$ cat src/rtl/cond_exec_stage.sv
// Decode->Execute pipeline register with ARM conditional execution: holds the NZCV
// flag register, evaluates the E-stage condition and gates side-effecting controls.
module cond_exec_stage #(
   parameter logic [3:0] FLAGS_RESET = 4'b0000,
   parameter logic       NV_EXECUTES = 1'b0
) (
   input  logic       clk,
   input  logic       reset_n,
   input  logic       StallE,
   input  logic       FlushE,
   input  logic [3:0] CondD,
   input  logic       PCSrcD,
   input  logic       RegWriteD,
   input  logic       MemWriteD,
   input  logic       MemtoRegD,
   input  logic       ALUSrcD,
   input  logic       branchD,
   input  logic       blwriteD,
   input  logic       blselD,
   input  logic [3:0] ALUControlD,
   input  logic [1:0] FlagWriteD,
   input  logic [1:0] ShiftControlD,
   input  logic [4:0] shamtD,
   input  logic [3:0] ALUFlags,
   output logic       PCSrcE,
   output logic       RegWriteE,
   output logic       MemWriteE,
   output logic       BranchTakenE,
   output logic       blwriteE,
   output logic       MemtoRegE,
   output logic       ALUSrcE,
   output logic       blselE,
   output logic [3:0] ALUControlE,
   output logic [1:0] ShiftControlE,
   output logic [4:0] shamtE,
   output logic       CondExE,
   output logic [3:0] FlagsE
);

   typedef struct packed {
      logic       pcsrc;
      logic       regwrite;
      logic       memwrite;
      logic       memtoreg;
      logic       alusrc;
      logic       branch;
      logic       blwrite;
      logic       blsel;
      logic [3:0] alucontrol;
      logic [1:0] flagwrite;
      logic [1:0] shiftcontrol;
      logic [4:0] shamt;
      logic [3:0] cond;
   } e_reg_t;

   e_reg_t     e_d, e_q;
   logic [3:0] flags_d, flags_q;
   logic       n, z, c, v;
   logic       cond_ex;

   assign {n, z, c, v} = flags_q;

   // Condition is judged against the flags as they stood before this instruction writes them.
   always_comb begin
      cond_ex = 1'b0;
      case (e_q.cond)
         4'b0000: cond_ex = z;
         4'b0001: cond_ex = ~z;
         4'b0010: cond_ex = c;
         4'b0011: cond_ex = ~c;
         4'b0100: cond_ex = n;
         4'b0101: cond_ex = ~n;
         4'b0110: cond_ex = v;
         4'b0111: cond_ex = ~v;
         4'b1000: cond_ex = c & ~z;
         4'b1001: cond_ex = ~c | z;
         4'b1010: cond_ex = (n == v);
         4'b1011: cond_ex = (n != v);
         4'b1100: cond_ex = ~z & (n == v);
         4'b1101: cond_ex = z | (n != v);
         4'b1110: cond_ex = 1'b1;
         default: cond_ex = NV_EXECUTES;
      endcase
   end

   always_comb begin
      e_d = e_q;
      if (FlushE) begin
         e_d      = '0;
         e_d.cond = 4'b1110;
      end else if (!StallE) begin
         e_d = '{pcsrc: PCSrcD, regwrite: RegWriteD, memwrite: MemWriteD,
                 memtoreg: MemtoRegD, alusrc: ALUSrcD, branch: branchD,
                 blwrite: blwriteD, blsel: blselD, alucontrol: ALUControlD,
                 flagwrite: FlagWriteD, shiftcontrol: ShiftControlD,
                 shamt: shamtD, cond: CondD};
      end
   end

   // A flush still retires the leaving instruction's flag write; a stall does not.
   always_comb begin
      flags_d = flags_q;
      if (!StallE && cond_ex) begin
         if (e_q.flagwrite[0]) flags_d[3:2] = ALUFlags[3:2];
         if (e_q.flagwrite[1]) flags_d[1:0] = ALUFlags[1:0];
      end
   end

   always_ff @(posedge clk or negedge reset_n) begin
      if (!reset_n) begin
         e_q     <= '0;
         flags_q <= FLAGS_RESET;
      end else begin
         e_q     <= e_d;
         flags_q <= flags_d;
      end
   end

   assign PCSrcE        = e_q.pcsrc & cond_ex;
   assign RegWriteE     = e_q.regwrite & cond_ex;
   assign MemWriteE     = e_q.memwrite & cond_ex;
   assign BranchTakenE  = e_q.branch & cond_ex;
   assign blwriteE      = e_q.blwrite & cond_ex;
   assign MemtoRegE     = e_q.memtoreg;
   assign ALUSrcE       = e_q.alusrc;
   assign blselE        = e_q.blsel;
   assign ALUControlE   = e_q.alucontrol;
   assign ShiftControlE = e_q.shiftcontrol;
   assign shamtE        = e_q.shamt;
   assign CondExE       = cond_ex;
   assign FlagsE        = flags_q;

endmodule

$ cat config.mk
export PLATFORM = sky130hd
export DESIGN_NAME = cond_exec_stage
export DESIGN_NICKNAME = d
export VERILOG_FILES = /design/src/rtl/cond_exec_stage.sv
export SDC_FILE = /design/constraint.sdc
export NUM_CORES = 1
export LEC_CHECK = 0
export ABC_AREA = 1
export CORE_ASPECT_RATIO = 2
export CORE_UTILIZATION = 42
export CTS_BUF_LIST = sky130_fd_sc_hd__clkbuf_8 sky130_fd_sc_hd__clkbuf_16
export CTS_CLUSTER_DIAMETER = 80
export DETAILED_ROUTE_END_ITERATION = 10
export PLACE_DENSITY = 0.76
export SETUP_SLACK_MARGIN = 0.05
export SYNTH_ARGS = -nofsm -noshare
export SYNTH_HDL_FRONTEND = slang
export SYNTH_SLANG_ARGS = --single-unit
$ cat constraint.sdc
create_clock -name clk -period 1.4 [get_ports clk]
set_input_delay 0.14 -clock clk [delete_from_list [all_inputs] [get_ports clk]]
set_output_delay 0.14 -clock clk [all_outputs]
set_load 0.01 [all_outputs]
==> results of run 1 <==
## worst register-to-register path, delay by kind of cell, from the launching register on
| kind | cells | cell delay, ns |
|---|---|---|
| flip-flops | 1 | 0.45 |
| AND/OR/NAND/NOR | 10 | 0.82 |
| buffers and inverters | 2 | 0.26 |
## stage by stage
step,cell area [µm²],util [%]
after global routing,2340,73.2
after detailed placement,2040,64.0
after floorplan,1410,-
after CTS,2230,70.0
after global placement,2040,64.0
final,2340,73.2
## cells in the mapped netlist
cell / number
nand3_1: 7
clkbuf_1: 3
a21oi_1: 8
o21ai_1: 7
inv_2: 5
nor3_1: 1
nor2_1: 9
nand2_1: 34
nand2_2: 2
nand3_2: 2
a22o_1: 16
nor2_4: 1
nor2_2: 1
o22a_2: 1
nand2_4: 1
inv_1: 11
nand4_1: 5
buf_4: 11
o21ai_2: 1
dfrtp_1: 29
## kinds of logic after synthesis
group | count (synthesis)
AND/OR/NAND/NOR | 63
AO/OA/AOI/OAI | 33
buffers and inverters | 30
flip-flops | 29
## layout make-up
| class | instances | area [µm²] |
|---|---|---|
| Fill cell | 226 | 856 |
| Clock inverter | 1 | 3.75 |
| Sequential cell | 29 | 733 |
| Inverter | 16 | 65.1 |
| Clock buffer | 6 | 82.6 |
| Tap cell | 31 | 38.8 |
| Multi-Input combinational cell | 96 | 649 |
| Timing Repair Buffer | 84 | 764 |
## flip-flops by register name, indices dropped and copies added (netlist names)
signal         count
shamtE             5
MemtoRegE          1
e_q               11
blselE             1
ShiftControlE      2
FlagsE             4
ALUControlE        4
ALUSrcE            1
## repair_timing
item,CTS,global route
pin swaps,10,7
resized for setup,53,23
hold buffers,0,0
endpoints found under the setup margin,14,13
setup buffers,8,3
## layer usage
| layer | up-vias | track usage [%] |
|---|---|---|
| met3 | 14 | 3.46 |
| met1 | 689 | 26.7 |
| met5 | - | 0 |
| met4 | 0 | 13.5 |
| met2 | 57 | 45.5 |
| li1 | 663 | - |
## path summary, 6_finish.rpt
check	start	to	slack, ns
max	e_q[2]	blwriteE	-0.42
min in group clk	blwriteD	e_q[18]	0.42
min	reset_n	shamtE[0]	0.24
min reg2reg	blselE	blselE	0.50
max in group asynchronous	reset_n	FlagsE[3]	0.86
max reg2reg	e_q[2]	FlagsE[0]	-0.25
## cells in the final DEF (no fill, tap or decap), drive strengths merged
cell / n
clkdlybuf4s50: 43
nand2: 37
buf: 34
dfrtp: 29
inv: 17
a22o: 16
nor2: 11
nand3: 9
o21ai: 8
a21oi: 8
clkbuf: 6
nand4: 5
dlygate4sd2: 4
dlymetal6s2s: 3
nor3: 1
o22a: 1
## power breakdown
part	switching [mW]	leakage, nW	total, mW	internal, mW
Sequential	0.112	0.367	1.04	0.929
Combinational	0.530	0.719	1.05	0.525
Clock	0.291	0.0485	0.672	0.381
==> key figures, run 1 <==
Worst setup path
  – Crit-path slowest cell: dfrtp_2
  – Startpoint types: register
  – WS Path Type: register to output pin
  – Worst path max stage delay: 0.45 ns
  – Crit. End Element: output pin
  – R2R depth: 12
  – Worst Path Buf+Inv: 2
  – CP top delay family: simple AND/OR/NAND/NOR gates
  – Maximum fanout along the worst path: 6
  – Most frequent cell on the critical path: nand2_1
  – Data arrival, critical path: 1.68 ns
  – Worst path required time: 1.26 ns
  – CP cell instances: nor2_2 > nand2_1 > nand2_1 > nand2_1 > nand3_2 > nor2_4 > buf_6 > a21oi_1 > buf_2
  – Worst path depth: 9

Final layout
  – Area growth, synth to finish: 66.0%
  – Nets: 265
  – Layout cells sized above 1: 37.5%
  – Ant diodes: 0
  – Final std cells w/o fill: 263

Placed design
  – Routability congestion estimate: 1.10
  – DP HPWL: 2.87 mm
  – Port Buffers: 56
  – Dpl ws: -0.499 ns
  – Cells after DPL: 245

Route
  – DR top layer: met4
  – Routed wire length: 4.23 mm
  – Metal2 WL: 2.36 mm
  – Vias per cell: 5.41
  – Routed len/inst: 16.1 µm
  – Initial DRT Pass Iterations: 4
  – Detail Route Antenna Nets: 0
  – Wl on met1: 1.50 mm
  – Iter 0 DRT Violations: 34
  – DR vias: 1423
  – Met3 WL: 196 µm
  – DRC viols: 0

Synthesis
  – Yosys reg bits: 29
  – Mapped Cells: 155
  – Synth Warn #: 0
  – Post-synthesis cell area: 1410 µm²
  – Post-synth top area share: 51.6%
  – Simple-gate portion of the synthesized area: 20.9%
  – Mux cell area share after synthesis: 0%
  – Xor and xnor area share after synthesis: 0%
  – Post-Syn Nets: 188
  – Post-Synth Adder-Cell Area: 0%
  – Cell taking the most area after synthesis: dfrtp_1
  – Seq/Total Area, Yosys: 51.6%
  – Syn_area_per_cell: 9.08 µm²
  – Post-synth cell types: 20
  – Synth area leaders: dfrtp_1 (52%), a22o_1 (10%), nand2_1 (9.1%)
  – Synth Area in Compound Gates: 16.6%
  – Largest family of logic cells by synthesized area: simple AND/OR/NAND/NOR gates

STA
  – Final Hold Slack: 0.237 ns
  – TNS Setup: -3.40 ns
  – Skew final: 0.00325 ns
  – Fmax: 548 MHz
  – Tmin final: 1.82 ns
  – Final count of hold timing violations: 0
  – Worst Slack Setup Final: -0.425 ns
  – Final Cycle Share: 130%
  – Final setup fails: 10
  – Worst-Margin Slew: 0.362 ns
  – Final Max Slew Viols: 0
  – Rel. slew slack: 75.8%
  – RSZ-0062 raised after global routing: yes

Flow run
  – MaxCap Viol Count: 0

Pwr
  – PD cells: 1180 nW/µm²
  – Leak: 1.13 nW
  – Overall Power: 2.77 mW
  – Worst vdd ir: 876 µV

Floorplanning
  – I/O pins: 57
  – Core Region: 3190 µm²
  – Die width: 42.9 µm
  – Initial Util: 44.1%
  – Rows: 29
  – DIE HEIGHT: 83.9 µm
  – Die area: 3600 µm²

Clock tree
  – Clock transition at path regs: 0.06 ns
  – CTS max path bufs: 2
  – Num CTS Buffers: 5
  – CTS tree: yes
  – H-tree depth: 2
  – Root buffer cell: clkbuf_8
  – Clock latency on the worst-skew pair: 0.28 ns
  – # clock sinks: 29

Global route
  – Gr ovfl total: 0
  – First-pass GRT wire length: 6.84 mm
  – Vias in the first global route: 1508
  – Maximum number of pins on one net before global-route repair: 30
  – Gr usage total: 25.2%
  – Initial antenna violation count: 0

Run status
  – Outcome: finished with violations
  – Failing checks: setup timing

Hold path
  – Hold WC Path Type: input pin to async pin
Note: power is estimated with default switching activity, not from simulation.
==> run 2, diff against run 1 <==
--- a/config.mk
+++ b/config.mk
@@ -6,6 +6,7 @@
 export NUM_CORES = 1
 export LEC_CHECK = 0
 export ABC_AREA = 1
+export ABC_CLOCK_PERIOD_IN_PS = 1400
 export CORE_ASPECT_RATIO = 2
 export CORE_UTILIZATION = 42
 export CTS_BUF_LIST = sky130_fd_sc_hd__clkbuf_8 sky130_fd_sc_hd__clkbuf_16
==> results of run 2 <==
The final DEF is identical to that of run 1; final timing and power are the same.
